--- config.mk ---
export PLATFORM = sky130hd
export DESIGN_NAME = lcd_text_driver_flat
export DESIGN_NICKNAME = d
export VERILOG_FILES = /design/src/rtl/lcd_text_driver_if.sv /design/src/rtl/lcd_text_driver.sv /design/src/flat_wrapper.sv
export SDC_FILE = /design/constraint.sdc
export NUM_CORES = 1
export LEC_CHECK = 0
export CORE_ASPECT_RATIO = 0.9
export CORE_UTILIZATION = 45
export CTS_BUF_LIST = sky130_fd_sc_hd__clkbuf_16
export DETAILED_ROUTE_END_ITERATION = 10
export DONT_BUFFER_PORTS = 1
export GPL_TIMING_DRIVEN = 0
export SYNTH_ARGS = -nofsm -noshare
export SYNTH_HDL_FRONTEND = slang
export SYNTH_SLANG_ARGS = --single-unit
--- constraint.sdc ---
create_clock -name CLK -period 4.6 [get_ports CLK]
set_input_delay 1.38 -clock CLK [delete_from_list [all_inputs] [get_ports CLK]]
set_output_delay 1.38 -clock CLK [all_outputs]
set_load 0.02 [all_outputs]
--- src/rtl/lcd_text_driver_if.sv ---
// Character write port between the control logic and the LCD text driver.
// The control logic owns position/char/strobes; the driver reports busy.
interface lcd_text_driver_if;
  logic       lcd_row;
  logic [3:0] lcd_col;
  logic [7:0] lcd_char;
  logic       lcd_we;
  logic       lcd_update;
  logic       lcd_busy;

  modport master (
    output lcd_row, lcd_col, lcd_char, lcd_we, lcd_update,
    input  lcd_busy
  );

  modport slave (
    input  lcd_row, lcd_col, lcd_char, lcd_we, lcd_update,
    output lcd_busy
  );
endinterface

--- src/rtl/lcd_text_driver.sv ---
// 2x16 character buffer streamed to an HD44780-style panel over a 4-bit
// write-only bus; runs the panel power-up init sequence after reset.
module lcd_text_driver #(
  parameter int E_PULSE   = 16,
  parameter int CMD_WAIT  = 3000,
  parameter int CLR_WAIT  = 110000,
  parameter int INIT_WAIT = 1000000
) (
  input  logic             CLK,
  input  logic             RST,
  lcd_text_driver_if.slave host,
  output logic [3:0]       LCD_DB,
  output logic             LCD_E,
  output logic             LCD_RS,
  output logic             LCD_RW
);

  localparam int MAX_A = (E_PULSE > CMD_WAIT) ? E_PULSE : CMD_WAIT;
  localparam int MAX_B = (CLR_WAIT > INIT_WAIT) ? CLR_WAIT : INIT_WAIT;
  localparam int MAX_W = (MAX_A > MAX_B) ? MAX_A : MAX_B;
  localparam int CW    = $clog2(MAX_W + 1);

  typedef enum logic [2:0] {INIT_DLY, INIT_NIB, INIT_CMD, IDLE, REFRESH} state_t;
  typedef enum logic [1:0] {PH_SETUP, PH_HIGH, PH_LOW, PH_WAIT} phase_t;

  state_t        state;
  phase_t        phase;
  logic [CW-1:0] cnt;
  // Refresh walks bytes 0..33, so the index needs six bits rather than five.
  logic [5:0]    idx;
  logic [7:0]    cur_byte;
  logic          low_nib;
  logic          single_nib;
  logic          long_wait;
  logic          pending;
  logic          busy;
  logic [7:0]    buffer [32];

  logic [5:0]    nxt_idx;
  logic [4:0]    rd_addr;
  logic [7:0]    rd_char;
  logic          wait_done;
  logic          finishing;
  logic          restart;
  logic          launch;
  logic [7:0]    nxt_val;
  logic          nxt_rs;
  logic          nxt_single;

  function automatic logic [7:0] init_byte(input logic [1:0] i);
    case (i)
      2'd0:    init_byte = 8'h28;
      2'd1:    init_byte = 8'h0C;
      2'd2:    init_byte = 8'h06;
      default: init_byte = 8'h01;
    endcase
  endfunction

  always_ff @(posedge CLK) begin
    if (host.lcd_we)
      buffer[{host.lcd_row, host.lcd_col}] <= host.lcd_char;
  end

  // Chooses the next unit to put on the bus and whether it starts this edge.
  // A write landing on the same edge as a char fetch is forwarded.
  always_comb begin
    nxt_idx    = idx + 6'd1;
    rd_addr    = nxt_idx[4:0] - ((nxt_idx < 6'd17) ? 5'd1 : 5'd2);
    rd_char    = buffer[rd_addr];
    if (host.lcd_we && ({host.lcd_row, host.lcd_col} == rd_addr))
      rd_char = host.lcd_char;
    wait_done  = long_wait ? (cnt == CW'(CLR_WAIT - 1)) : (cnt == CW'(CMD_WAIT - 1));
    finishing  = ((state == INIT_CMD) && (idx == 6'd3)) ||
                 ((state == REFRESH)  && (idx == 6'd33));
    restart    = pending || host.lcd_update;
    nxt_val    = 8'h80;
    nxt_rs     = 1'b0;
    nxt_single = 1'b0;
    launch     = 1'b0;
    case (state)
      INIT_DLY: begin
        nxt_val    = 8'h30;
        nxt_single = 1'b1;
        launch     = (cnt == CW'(INIT_WAIT - 1));
      end
      INIT_NIB: begin
        if (idx == 6'd3) begin
          nxt_val = 8'h28;
        end else begin
          nxt_single = 1'b1;
          nxt_val    = (idx == 6'd2) ? 8'h20 : 8'h30;
        end
      end
      INIT_CMD: begin
        if (!finishing)
          nxt_val = init_byte(idx[1:0] + 2'd1);
      end
      REFRESH: begin
        if (!finishing) begin
          if (nxt_idx == 6'd17) begin
            nxt_val = 8'hC0;
          end else begin
            nxt_val = rd_char;
            nxt_rs  = 1'b1;
          end
        end
      end
      IDLE: launch = host.lcd_update;
      default: ;
    endcase
    if ((state == INIT_NIB || state == INIT_CMD || state == REFRESH) &&
        (phase == PH_WAIT) && wait_done && (!finishing || restart))
      launch = 1'b1;
  end

  always_ff @(posedge CLK) begin
    if (RST) begin
      state      <= INIT_DLY;
      phase      <= PH_SETUP;
      cnt        <= '0;
      idx        <= '0;
      cur_byte   <= '0;
      low_nib    <= 1'b0;
      single_nib <= 1'b0;
      long_wait  <= 1'b0;
      pending    <= 1'b0;
      busy       <= 1'b1;
      LCD_E      <= 1'b0;
      LCD_RS     <= 1'b0;
      LCD_DB     <= '0;
    end else begin
      if (host.lcd_update && (state != IDLE))
        pending <= 1'b1;
      case (state)
        INIT_DLY: begin
          if (launch) begin
            state <= INIT_NIB;
            idx   <= '0;
          end else begin
            cnt <= cnt + CW'(1);
          end
        end
        IDLE: begin
          if (host.lcd_update) begin
            state <= REFRESH;
            idx   <= '0;
            busy  <= 1'b1;
          end
        end
        default: begin
          case (phase)
            PH_SETUP: begin
              phase <= PH_HIGH;
              LCD_E <= 1'b1;
              cnt   <= '0;
            end
            PH_HIGH: begin
              if (cnt == CW'(E_PULSE - 1)) begin
                phase <= PH_LOW;
                LCD_E <= 1'b0;
                cnt   <= '0;
              end else begin
                cnt <= cnt + CW'(1);
              end
            end
            PH_LOW: begin
              if (cnt == CW'(E_PULSE - 1)) begin
                cnt <= '0;
                if (!single_nib && !low_nib) begin
                  low_nib <= 1'b1;
                  phase   <= PH_SETUP;
                  LCD_DB  <= cur_byte[3:0];
                end else begin
                  phase <= PH_WAIT;
                end
              end else begin
                cnt <= cnt + CW'(1);
              end
            end
            PH_WAIT: begin
              if (wait_done) begin
                if (finishing) begin
                  if (restart) begin
                    pending <= 1'b0;
                    state   <= REFRESH;
                    idx     <= '0;
                  end else begin
                    state <= IDLE;
                    busy  <= 1'b0;
                  end
                end else if ((state == INIT_NIB) && (idx == 6'd3)) begin
                  state <= INIT_CMD;
                  idx   <= '0;
                end else begin
                  idx <= nxt_idx;
                end
              end else begin
                cnt <= cnt + CW'(1);
              end
            end
            default: ;
          endcase
        end
      endcase
      // Starting a unit overrides whatever the phase logic scheduled.
      if (launch) begin
        phase      <= PH_SETUP;
        cnt        <= '0;
        low_nib    <= 1'b0;
        single_nib <= nxt_single;
        cur_byte   <= nxt_val;
        long_wait  <= nxt_single || (!nxt_rs && (nxt_val == 8'h01));
        LCD_DB     <= nxt_val[7:4];
        LCD_RS     <= nxt_rs;
        LCD_E      <= 1'b0;
      end
    end
  end

  assign host.lcd_busy = busy;
  assign LCD_RW        = 1'b0;

endmodule

--- src/flat_wrapper.sv ---
// flat-port wrapper written by rule: the top's interface ports become plain ports
module lcd_text_driver_flat 
#(
  parameter int E_PULSE   = 16,
  parameter int CMD_WAIT  = 3000,
  parameter int CLR_WAIT  = 110000,
  parameter int INIT_WAIT = 1000000
)
  (CLK, RST, LCD_DB, LCD_E, LCD_RS, LCD_RW, host_lcd_row, host_lcd_col, host_lcd_char, host_lcd_we, host_lcd_update, host_lcd_busy);
  lcd_text_driver_if host_i ();
  input  logic CLK;
  input  logic RST;
  output logic [3:0] LCD_DB;
  output logic LCD_E;
  output logic LCD_RS;
  output logic LCD_RW;
  input wire logic [$bits(host_i.lcd_row)-1:0] host_lcd_row;
  input wire logic [$bits(host_i.lcd_col)-1:0] host_lcd_col;
  input wire logic [$bits(host_i.lcd_char)-1:0] host_lcd_char;
  input wire logic [$bits(host_i.lcd_we)-1:0] host_lcd_we;
  input wire logic [$bits(host_i.lcd_update)-1:0] host_lcd_update;
  output wire logic [$bits(host_i.lcd_busy)-1:0] host_lcd_busy;
  assign host_i.lcd_row = host_lcd_row;
  assign host_i.lcd_col = host_lcd_col;
  assign host_i.lcd_char = host_lcd_char;
  assign host_i.lcd_we = host_lcd_we;
  assign host_i.lcd_update = host_lcd_update;
  assign host_lcd_busy = host_i.lcd_busy;
  lcd_text_driver #(.E_PULSE(E_PULSE), .CMD_WAIT(CMD_WAIT), .CLR_WAIT(CLR_WAIT), .INIT_WAIT(INIT_WAIT)) u_core (.CLK(CLK), .RST(RST), .host(host_i), .LCD_DB(LCD_DB), .LCD_E(LCD_E), .LCD_RS(LCD_RS), .LCD_RW(LCD_RW));
endmodule
======== Word level (Yosys, flattened, before mapping) ========
Memory sizes are Yosys's and may differ from the RTL's.
Index checks and enable logic that the tools add are counted.
storage, ports and cells
  register bits after elaboration ......... 46
  memory bits (writable) .................. 256
  output and inout bits ................... 8
  logic and storage cells ................. 157
  memories ................................ 1
memories
  name           depth  bits a word  rd ports  clocked after memory_dff  write ports  RTL line               source
  u_core.buffer  32     8            1         0                         1            lcd_text_driver.sv:37  logic [7:0] buffer [32];
cells by class
  $add $sub $neg .......................... 4
  $lt $le $gt $ge ......................... 1
  equality and inequality tests ........... 28
  multiplexer cells ....................... 62
  bitwise logic cells ..................... 3
  reductions and logical operators ........ 45
operator list
  kind                                                                number
  20-bit one-hot mux with 3 select lines                              1
  6-bit two-way mux                                                   7
  20-bit two-way mux                                                  2
  8-bit two-way mux                                                   5
  20-bit one-hot mux with 2 select lines                              1
  8-bit one-hot mux with 4 select lines                               1
  3-bit two-way mux                                                   7
  20-bit by 1-bit adder with 20-bit output (second input constant)    1
  20-bit by 12-bit == test with 1-bit output (second input constant)  1
  20-bit by 17-bit == test with 1-bit output (second input constant)  1
  20-bit == test (second input constant)                              1
  20-bit by 4-bit == test with 1-bit output (second input constant)   1
  1-bit two-way mux                                                   20
  4-bit two-way mux                                                   5
  6-bit one-hot mux with 3 select lines                               1
  2-bit nonzero test                                                  7
  6-bit by 2-bit == test with 1-bit output (second input constant)    2
  6-bit one-hot mux with 2 select lines                               1
  4-bit AND reduction                                                 3
  1-bit logical AND                                                   10
  5-bit AND reduction                                                 2
  3-bit nonzero test                                                  3
  8-bit by 1-bit == test with 1-bit output (second input constant)    1
  2-bit two-way mux                                                   4
  other kinds (31)                                                    55

======== Longest topological paths before layout ========
Gate-level depths: netlist of the first run.
  word-level depth ........................ 13
  gate-level depth with buffers ........... 17
  mapped depth without buffers ............ 14

======== Least setup slack after synthesis of the first run ========
No wires, ideal clock.
  path kind ............................... register to register
  start point ............................. register u_core.idx[0]
  end point ............................... register u_core.cur_byte[0]
  arrival time ............................ 4.258 ns
  data required time ...................... 4.464 ns
  slack ................................... 0.206 ns
  cell stages (with the launch flop) ...... 16
  buffers on the path ..................... 4
  period minus slack after synthesis ...... 4.394 ns
  cell sequence ........................... dfxtp_1 ha_1 clkbuf_1 nand3_1 xor2_1 o21a_1 ha_1 fa_1 clkbuf_1 clkbuf_1 clkbuf_1 mux4_2 a211oi_1 a211oi_1 o311ai_0 a211oi_1
on the way
  cells in the longest elaborated chain, start to end .. 10
  elaborated cells between the ends (all ways) .. 28
  those cells by class .................... add/sub (3); order compare (1); eq/ne (6); mux (9); reduce/logical (8); memory (1)
ends and longest elaborated chain
  what                                                        RTL line                source
  start: declaration                                          lcd_text_driver.sv:30   logic [5:0] idx;
  start signal: assignment                                    lcd_text_driver.sv:195  idx <= nxt_idx;
  branches (longest 10 deep; another with memory 32 x 8 bit)  n/a
  end signal: assignment                                      lcd_text_driver.sv:211  cur_byte <= nxt_val;
  end: declaration                                            lcd_text_driver.sv:31   logic [7:0] cur_byte;
Several ways; the timed one is not identified.
A chain may end at the register's enable or synchronous reset.

======== Final worst setup path of the first run ========
  start point ............................. register u_core.idx[0]
  end point ............................... register u_core.LCD_DB[0]
on the way
  cells in the longest elaborated chain, start to end .. 11
  elaborated cells between the ends (all ways) .. 31
  those cells by class .................... add/sub (2); order compare (1); eq/ne (6); mux (10); reduce/logical (11); memory (1)
ends and longest elaborated chain
  what                                                        RTL line                source
  branches (longest 11 deep; another with memory 32 x 8 bit)  n/a
  end signal: assignment                                      lcd_text_driver.sv:172  LCD_DB <= cur_byte[3:0];
  end signal: assignment                                      lcd_text_driver.sv:213  LCD_DB <= nxt_val[7:4];
  end: declaration                                            lcd_text_driver.sv:12   output logic [3:0] LCD_DB,
Several ways; the timed one is not identified.

==> summary.md, run 1 <==
| Metric | Value |
|---|---|
| Synth Area per Inst | `16.1 um2` |
| Slowest stage cell, crit path | `fa_2` |
| Run status | `completed` |
| Number of vias per cell after detailed routing | `5.93` |
| CTS tree | `yes` |
| Post-detailed-routing wire length | `29600 um` |
| Number of synthesized register bits | `approximately 300` |
| # fillers | `2308` |
| Chip height | `163 um` |
| Initial cell density of the core | `45.9%` |
| Area growth from synthesis to layout | `11.8%` |
| Highest clock rate | `between 200 and 250 MHz` |
| Static leakage power | `4.61 nW` |
| Synth Flop Type | `edfxtp_1` |
| Part of the total power dissipated in sequential elements | `56.4%` |
| Number of flops mapped to enable cells by yosys | `256` |
| Core Area | `around 0.028 mm2` |
| Ratio of cells with drive above 1 in the final layout | `a little under a fifth` |
| Clock sink count | `302` |
| Class of the worst hold path | `reg2reg` |
| Bufs on Longest Clock Path | `3` |
| Critical Path Start Type | `flip-flop` |
| Largest net degree at the start of global routing | `34` |
| CTS root buffer | `clkbuf_16` |
| Syn. warnings | `0` |
| Cells after synthesis | `801` |
| Number of pins with negative max-slew slack in the final report | `0` |
| Via count of the first global-routing pass | `a little over 7000` |
| Initial detailed-routing violation count | `836` |
| Net count reported at finish | `863` |
| Combinational power share | `1.2%` |
| Post-synth design cell area | `approximately 0.013 mm2` |
| Initial DRT Pass Iterations | `5` |
| Worst Setup Path Type | `reg2reg` |
| Max-cap violation count | `0` |
| Total track usage | `20.7%` |
| Wire length on met2 | `about 14000 um` |
| Final weighted congestion in routability-driven placement | `0.871` |
| ANT nets after route | `0` |
| Final setup violation count | `0` |
| IR drop worst, VDD | `about 260 uV` |
| Net Switching | `between 1 and 1.5 mW` |
| Clock transition at the register clock pins on the worst setup and hold paths after CTS | `0.06 ns` |
| Post-route core utilization | `51.3%` |
| Layout Cells excl Fill | `roughly 1200` |
| Setup Skew | `between 0.01 and 0.015 ns` |
| First-pass GRT wire length | `about 45000 um` |
| Slowest cell delay on critical path | `0.61 ns` |
| Highest net fanout along the worst path | `10` |
| Wire length on met3 | `2100 um` |
| Synthesized Nets | `832` |
| Part of the Yosys area used for sequential elements | `66.8%` |
| Floorplan row count | `58` |
| CP Cell Sequence | `nand3_1 -> xor2_2 -> and3_1 -> o21a_1 -> ha_1 -> fa_2 -> clkbuf_4 -> clkbuf_4 -> buf_4 -> mux4_2 -> mux2i_2 -> mux2i_1 -> mux2_2 -> mux2i_1 -> a21oi_1` |
| Total of hold buffers inserted after clock tree synthesis | `0` |
| Die Width | `180 um` |
| Fraction of registers with async set/reset | `0%` |
| Final sum of negative setup slack | `0 ns` |
| Yosys top cell by area | `edfxtp_1` |
| Setup repair after global routing missed its margin | `no` |
| Cell types with the largest area share after synthesis | `edfxtp_1 (60%), mux4_2 (12%), dfxtp_1 (7.1%)` |
| Post-route fraction of the period consumed by the critical path | `96.5%` |
| Pwr/cell area | `370 mW/mm2` |
| Share of the synthesized area in the top cell type | `59.6%` |
| Port Buf Inserts | `0` |
| Top routing layer used | `met4` |
| Post-route minimum period | `4.44 ns` |
| Die area | `0.0293 mm2` |
| Post-synth cell types | `65` |
| Number of remaining DRC errors | `0` |
| TritonCTS buffer count | `31` |
| DPL Wire Length | `about 19000 um` |
| WL met1 | `12600 um` |
| Critical Path AT | `a little under 5 ns` |
| Antenna violations before repair | `1` |
| Global route overflow | `0` |
| Average wire length per cell after detail routing | `24.4 um` |
| Part of the power in the clock network | `42.4%` |
| Required time at the endpoint of the critical path | `5.06 ns` |
| Switching part of the total power | `between 20% and 30%` |
| Max transition margin | `20.1%` |
| H-tree levels | `1` |
| Insertion delay to the later sink of the worst-skew pair | `0.58 ns` |
| Total number of vias | `~7200` |
| Io pins | `25` |
| Instance count after placement with tap cells included | `between 1000 and 1500` |
| Final hold viol count | `0` |
| Actual transition at the worst max-transition pin | `1.18 ns` |
| Pint | `about 4.2 mW` |
| Crit path capture type | `flip-flop` |
-- through the flow --
stage               instance area (um2)  power (mW)  worst slack (ns)  hold slack (ns)
floorplan                         12900        3.11             0.206            0.444
finish                            14400        5.33             0.162            0.484
global route                      14400        5.48           0.00366            0.498
detailed placement                13300        3.13             -1.59            0.475
global placement                  13300        3.13             -1.52            0.458
CTS                               14400        5.36           0.00737            0.483
-- cells in the final DEF (no fill, tap or decap), types with 7 or more instances in the layout --
master	count
dfxtp_1	43
a211oi_1	8
nand3_1	18
mux2i_1	33
a21oi_1	21
clkbuf_1	11
nand3b_1	7
clkbuf_16	31
ha_1	12
nor2_1	93
nor2b_1	9
inv_1	22
and3_1	8
nor3_1	18
xor2_1	12
buf_4	7
nand2_1	28
clkinv_1	10
mux4_2	70
edfxtp_1	256
xnor2_1	17
-- synth_stat cells, types with 2 or more instances --
cell type / n
mux4_2: 70
xnor2_1: 18
nor4b_1: 3
or3_1: 6
nor4_1: 4
and3_1: 8
o211a_1: 2
or3b_2: 2
mux2i_1: 34
o21ai_0: 6
a32oi_1: 2
nand2_1: 28
o21ai_1: 2
inv_1: 16
clkbuf_1: 23
mux2_2: 5
nand3b_1: 7
o311a_1: 2
o211ai_1: 2
edfxtp_1: 256
xor2_1: 13
a221oi_1: 2
nor3b_1: 2
o41a_1: 2
nor2b_1: 9
buf_2: 10
o2111a_1: 2
a21oi_1: 22
dfxtp_1: 46
nor3_1: 18
nand2b_1: 6
or4_1: 2
a211o_1: 2
o21a_1: 2
nor3_2: 2
buf_4: 2
nand3_1: 18
a211oi_1: 8
and2_1: 5
ha_1: 13
nor2_1: 93
nand4_1: 3
-- critical path: cells and delay by family, from the launching register on --
family	cells	cell delay (ns)
DFF	1	0.43
adders and majority gates	2	0.84
and+or+nand+nor	2	0.37
AOI/OAI and AO/OA	2	0.29
muxes	5	1.25
xor gates and xnor gates	1	0.23
buffers and inverters	3	0.89
-- layout make-up --
class                   count  area, um2  area share, %
repair buffers              1       20.0          0.139
flip-flops and latches    302       8610           59.8
clock buffers              31        776           5.38
well taps                 360        450           3.13
inverters                  16       60.1          0.417
diodes                      1       2.50         0.0174
clock inverters            25        135          0.938
multi-input cells         447       4140           28.7
plain buffers              33        215           1.49
-- per-layer routing --
metal  vias up  global-route usage (%)
met3        59                    4.43
met1      3694                    27.9
met2       241                    33.7
li1       3212                       -
met5         -                       0
met4         0                    6.80
-- timing repair --
action                                  4_1_cts  5_1_grt
gates resized for setup                      39       11
pin swaps                                     0        1
endpoints found under the setup margin        9        9
buffers inserted                              0        1
-- final timing paths --
kind                                    endpoint          start  cells after the start  slack (ns)
worst max-delay path            u_core.LCD_DB[0]  u_core.idx[0]                     15        0.16
worst min-delay path               u_core.cnt[1]  u_core.cnt[1]                      2        0.48
worst max register to register  u_core.LCD_DB[0]  u_core.idx[0]                     15        0.16
worst min register to register     u_core.cnt[1]  u_core.cnt[1]                      2        0.48
-- state kept, by name (all words and copies together), names as in the netlist, 2 cells and up --
name	cells
u_core.state	3
u_core.phase	2
u_core.idx	6
u_core.buffer	256
u_core.cur_byte	4
u_core.cnt	20
u_core.LCD_DB	4
-- power by group through the flow --
stage	clock, mW	sequential [mW]	combinational [mW]
after floorplan	0	3.06	0.0472
after global placement	0	3.06	0.0635
after detailed placement	0	3.07	0.0652
after CTS	2.29	3.01	0.0655
after global routing	2.40	3.01	0.0704
final	2.26	3.01	0.0654
-- cell families after synthesis --
family | share of synthesized area, %
xor+xnor | 2.23
compound gates | 3.88
fa+ha+maj | 1.42
mux | 15.4
buf+inv | 1.67
simple gates | 8.63
other cells | 0.0291
flops | 66.8
Note: power is estimated with default switching activity, not from simulation.
==> inputs of run 2 (changes only) <==
Settings changed: REMOVE_ABC_BUFFERS from default to 1, SLEW_MARGIN from default to 20.
==> summary.md, run 2 (same netlist as run 1, synthesis figures left out) <==
| Metric | Value |
|---|---|
| Initial detailed-routing violation count | `480` |
| Largest register by flop count | `u_core.buffer` |
| Total number of vias | `6910` |
| Dominant delay contributor by cell family on the critical path | `multiplexers` |
| Global route overflow | `0` |
| Final setup violation count | `0` |
| Post-route minimum period | `4.46 ns` |
| Worst Setup Path Type | `reg2reg` |
| Worst reg-to-reg setup slack | `0.14 ns` |
| DPL Wire Length | `around 17000 um` |
| Largest registers | `u_core.buffer x256, u_core.cnt x20, u_core.idx x6` |
| Initial DRT Pass Iterations | `5` |
| Ratio of cells with drive above 1 in the final layout | `17.8%` |
| ANT nets after route | `0` |
| Bufs on Longest Clock Path | `3` |
| Setup Skew | `0.0353 ns` |
| Post-route fraction of the period consumed by the critical path | `97.0%` |
| Critical Path Start Type | `flip-flop` |
| Combinational power share | `1.0%` |
| Most used cells in the layout excluding fill and tap cells | `edfxtp_1 (256), nor2_1 (93), mux4_2 (70), dfxtp_1 (42), mux2i_1 (34)` |
| Run status | `completed` |
| Final hold viol count | `0` |
| Antenna violations before repair | `0` |
| IR drop worst, VDD | `364 uV` |
| Die area | `0.0293 mm2` |
| End of the worst hold path | `u_core.cnt[1]` |
| Final sum of negative setup slack | `0 ns` |
| Pint | `around 4.2 mW` |
| Floorplan row count | `between 50 and 60` |
| CTS tree | `yes` |
| Final weighted congestion in routability-driven placement | `0.835` |
| H-tree levels | `1` |
| Required time at the endpoint of the critical path | `approximately 5 ns` |
| Insertion delay to the later sink of the worst-skew pair | `0.60 ns` |
| CP Cell Sequence | `ha_4 -> nand3_1 -> xor2_2 -> o21a_2 -> ha_4 -> fa_4 -> buf_16 -> mux4_2 -> mux4_2 -> mux2_2 -> mux2_1 -> a221oi_1 -> nor3_1` |
| Clock transition at the register clock pins on the worst setup and hold paths after CTS | `0.06 ns` |
| Chip height | `163 um` |
| Total track usage | `between 10% and 20%` |
| Number of vias per cell after detailed routing | `a little under 6` |
| Worst setup slack before clock tree synthesis | `-0.607 ns` |
| Average wire length per cell after detail routing | `roughly 22 um` |
| Core Area | `around 0.028 mm2` |
| Max transition margin | `a little under a third` |
| Max-cap violation count | `0` |
| Initial cell density of the core | `45.9%` |
| Endpoint of the most critical register-to-register path | `u_core.cur_byte[1]` |
| CTS root buffer | `clkbuf_16` |
| Switching part of the total power | `20.3%` |
| Highest net fanout along the worst path | `48` |
| Largest net degree at the start of global routing | `49` |
| Actual transition at the worst max-transition pin | `1.02 ns` |
| TritonCTS buffer count | `30` |
| Slowest stage cell, crit path | `fa_4` |
| Max FFs per register | `256` |
| Highest clock rate | `224 MHz` |
| Io pins | `25` |
| Least setup slack across all paths after layout | `0.136 ns` |
| Number of remaining DRC errors | `0` |
| Buf/Inv on CP | `1` |
| Final std cell area, no fill | `approximately 0.014 mm2` |
| Number of pins with negative max-slew slack in the final report | `0` |
| Net Switching | `1.07 mW` |
| Net count reported at finish | `840` |
| Via count of the first global-routing pass | `7230` |
| Total cell area at the placement stage | `0.0133 mm2` |
| # fillers | `2288` |
| Critical Path AT | `4.91 ns` |
| Class of the worst hold path | `reg2reg` |
| Part of the total power dissipated in sequential elements | `a little under three fifths` |
| Most common cell after layout, fill and taps aside | `edfxtp_1` |
| Clock sink count | `just over 300` |
| Startpoint of the worst-slack reg-to-reg timing path | `u_core.idx[0]` |
| Launching instance or port of the critical path | `u_core.idx[0]` |
| Static leakage power | `4.58 nW` |
| Min-Delay Path Depth | `2` |
| Port Buf Inserts | `0` |
| Die Width | `180 um` |
| Worst Hold Launch | `u_core.cnt[1]` |
| First-pass GRT wire length | `around 41000 um` |
| Pwr/cell area | `368 mW/mm2` |
| Part of the power in the clock network | `between 40% and 50%` |
| Post-detailed-routing wire length | `26500 um` |
| Area growth from synthesis to layout | `11.2%` |
| Depth of the worst register-to-register path | `13` |
| Slowest cell delay on critical path | `0.80 ns` |
| Crit path capture type | `flip-flop` |
run 2: per-layer routing:
| metal | vias to the layer above | wire length, um | global-route usage, % |
|---|---|---|---|
| li1 | 3148 | - | - |
| met1 | 3535 | 11000 | 24.0 |
| met2 | 180 | 13300 | 32.3 |
| met3 | 47 | 1570 | 4.20 |
| met4 | 0 | 633 | 5.32 |
| met5 | - | 0 | 0 |
run 2: worst max path at each step:
stage	end	cells past startpoint	slack, ns
after CTS	u_core.cur_byte[1]	13	0.03
after global placement	u_core.cur_byte[1]	11	-2.67
after floorplan	u_core.cur_byte[1]	11	-1.27
after global routing	u_core.cur_byte[1]	16	-0.007
after detailed placement	u_core.cur_byte[1]	13	-0.61
final	u_core.cur_byte[1]	13	0.14
run 2: cell type report:
type,instances,area (um2),share of cell area (%)
Timing Repair Buffer,12,154,1.07
Sequential cell,302,8620,60.1
Tap cell,360,450,3.14
Clock buffer,30,751,5.24
Clock inverter,23,139,0.969
Antenna cell,1,2.50,0.0175
Inverter,16,60.1,0.419
Multi-Input combinational cell,447,4160,29.0
run 2: power by group through the flow:
stage          clock network, mW  registers (mW)  logic [mW]
3_5_place_dp                   0            3.07      0.0554
2_1_floorplan                  0            3.06      0.0408
3_3_place_gp                   0            3.06      0.0539
4_1_cts                     2.27            3.01      0.0556
6_report                    2.22            3.01      0.0551
5_1_grt                     2.36            3.01      0.0604
run 2: timing repair:
action	in CTS	in global routing
endpoints found under the setup margin	9	2
gates resized for setup	9	5
hold buffers	0	0
buffers inserted	4	2
pin swaps	3	1
run 2: tightest hold or removal path, cell delays in order, from the launching register on:
cell,delay [ns]
dfxtp_1,0.32
nand2_1,0.06
a21oi_1,0.05
run 2: stage by stage:
step | hold slack [ns] | util, % | power (mW) | instances
final | 0.474 | 51.1 | 5.28 | 1191
after floorplan | 0.444 | - | 3.10 | 765
after detailed placement | 0.467 | 47.5 | 3.12 | 1131
after global routing | 0.506 | 51.1 | 5.42 | 1190
after global placement | 0.457 | 47.0 | 3.12 | 1125
after CTS | 0.476 | 50.9 | 5.33 | 1188
==> inputs of run 3 (changes only) <==
Settings changed: CORE_UTILIZATION 45 to 55, PLACE_DENSITY from default to 0.73.
==> summary.md, run 3 (same netlist as run 1, synthesis figures left out) <==
| Metric | Value |
|---|---|
| Total cell area at the placement stage | `0.0132 mm2` |
| ANT nets after route | `0` |
| Post-route fraction of the period consumed by the critical path | `a little over nine tenths` |
| H-tree levels | `1` |
| Highest net fanout along the worst path | `38` |
| Insertion delay to the later sink of the worst-skew pair | `0.59 ns` |
| Combinational power share | `1.0%` |
| Part of the power in the clock network | `45.0%` |
| Depth of the worst register-to-register path | `13` |
| Most common cell after layout, fill and taps aside | `edfxtp_1` |
| Final setup violation count | `0` |
| Antenna violations before repair | `0` |
| Chip height | `147 um` |
| Switching part of the total power | `~20%` |
| Clock sink count | `302` |
| CTS root buffer | `clkbuf_16` |
| # fillers | `1592` |
| Antenna diode count | `0` |
| DPL Wire Length | `16000 um` |
| Largest registers | `u_core.buffer x256, u_core.cnt x20, u_core.idx x6` |
| Area growth from synthesis to layout | `11.7%` |
| Max FFs per register | `between 200 and 300` |
| Pwr/cell area | `386 mW/mm2` |
| Class of the worst hold path | `reg2reg` |
| TritonCTS buffer count | `30` |
| Floorplan row count | `52` |
| Via count of the first global-routing pass | `7232` |
| Total of hold buffers inserted after clock tree synthesis | `0` |
| Largest net degree at the start of global routing | `39` |
| Min-Delay Path Depth | `2` |
| Part of the total power dissipated in sequential elements | `54.0%` |
| Number of vias per cell after detailed routing | `6.15` |
| First-pass GRT wire length | `40300 um` |
| Clock transition at the register clock pins on the worst setup and hold paths after CTS | `0.06 ns` |
| Critical Path Start Type | `flip-flop` |
| Max transition margin | `between 20% and 30%` |
| Initial cell density of the core | `56.6%` |
| Setup Skew | `0.0458 ns` |
| Largest register by flop count | `u_core.buffer` |
| Initial detailed-routing violation count | `736` |
| Post-route minimum period | `between 4 and 5 ns` |
| Required time at the endpoint of the critical path | `5.02 ns` |
| Final weighted congestion in routability-driven placement | `0.902` |
| Initial DRT Pass Iterations | `5` |
| Number of remaining DRC errors | `0` |
| Hold WS | `0.472 ns` |
| Die area | `0.0241 mm2` |
| Ratio of cells with drive above 1 in the final layout | `19.6%` |
| Die Width | `~160 um` |
| Max-cap violation count | `0` |
| Actual transition at the worst max-transition pin | `1.07 ns` |
| Core Area | `0.0228 mm2` |
| Total number of vias | `6964` |
| Worst Setup Path Type | `reg2reg` |
| Pint | `4.46 mW` |
| Io pins | `25` |
| IR drop worst, VDD | `339 uV` |
| Static leakage power | `between 4 and 5 nW` |
| CTS tree | `yes` |
| Critical Path AT | `4.85 ns` |
| Highest clock rate | `226 MHz` |
| Bufs on Longest Clock Path | `3` |
| Final std cell area, no fill | `around 0.014 mm2` |
| Port Buf Inserts | `0` |
| Run status | `completed` |
| Global route overflow | `0` |
| Post-detailed-routing wire length | `26000 um` |
| Net Switching | `1.11 mW` |
| Crit path capture type | `flip-flop` |
| Most used cells in the layout excluding fill and tap cells | `edfxtp_1 (256), nor2_1 (93), mux4_2 (70), dfxtp_1 (42), mux2i_1 (34)` |
| Total track usage | `22.4%` |
| Net count reported at finish | `842` |
| Final hold viol count | `0` |
| Overall power of the completed layout | `5.56 mW` |
| Average wire length per cell after detail routing | `23.0 um` |
| Number of pins with negative max-slew slack in the final report | `0` |
-- run 3: cell count changes in the layout (fill, tap and decap cells not counted), moves of 2 or more --
cell,previous run,this run
clkinv_2,1,3
clkinv_1,7,4
bufinv_16,0,4
buf_4,6,8
buf_12,1,3
clkinvlp_2,0,2
buf_16,2,0
dfxtp_4,3,1
clkinvlp_4,4,6
inv_1,24,16
dfxtp_2,1,3
clkinv_4,1,4
-- run 3: path summary, 6_finish.rpt --
| kind | start | end | slack [ns] |
|---|---|---|---|
| max reg2reg | u_core.idx[0] | u_core.cur_byte[1] | 0.17 |
| min reg2reg | u_core.cnt[1] | u_core.cnt[1] | 0.47 |
| max | u_core.idx[0] | u_core.cur_byte[1] | 0.17 |
| min | u_core.cnt[1] | u_core.cnt[1] | 0.47 |
-- run 3: timing repair --
action	4_1_cts	5_1_grt
endpoints found under the setup margin	9	2
resized for setup	9	3
pin swaps	3	2
setup buffers	5	4
-- run 3: per-stage QoR --
step           setup TNS, ns  setup slack, ns  instances  utilization (%)
6_report                   0            0.168       1132             63.3
5_1_grt              -0.0187          -0.0167       1132             63.3
4_1_cts                    0           0.0598       1128             63.1
3_5_place_dp           -2.30           -0.593       1067             58.1
3_3_place_gp          -19.91            -2.56       1062             57.6
2_1_floorplan          -7.64            -1.27        765                -
-- run 3: power groups by stage --
stage	Combinational [mW]	Clock, mW	Sequential [mW]
floorplan	0.0408	0	3.06
global placement	0.0528	0	3.06
detailed placement	0.0548	0	3.07
CTS	0.0551	2.55	3.01
global route	0.0595	2.66	3.01
finish	0.0551	2.50	3.01
-- run 3: cell type report --
cell class | count | area, um2 | share of cell area (%)
clock inverters | 26 | 290 | 2.01
flip-flops and latches | 302 | 8620 | 59.8
multi-input cells | 447 | 4160 | 28.9
repair buffers | 14 | 158 | 1.09
inverters | 16 | 60.1 | 0.417
well taps | 297 | 372 | 2.58
clock buffers | 30 | 751 | 5.21
-- run 3: critical path, stage by stage (launching register included) --
cell	delay (ns)
dfxtp_4	0.44
ha_4	0.21
nand3_1	0.14
xor2_2	0.19
o21a_2	0.26
ha_4	0.17
fa_4	0.79
buf_12	0.24
mux4_2	0.34
mux4_2	0.48
mux2_2	0.27
mux2_1	0.34
a221oi_1	0.32
nor3_1	0.09
-- run 3: per-layer routing --
layer / vias to the layer above / share of wire [%] / global-route usage, %
li1: 3153 / - / -
met4: 0 / 3.4 / 7.99
met2: 223 / 49 / 36.5
met5: - / 0 / 0
met3: 71 / 6.6 / 5.45
met1: 3517 / 41 / 29.4
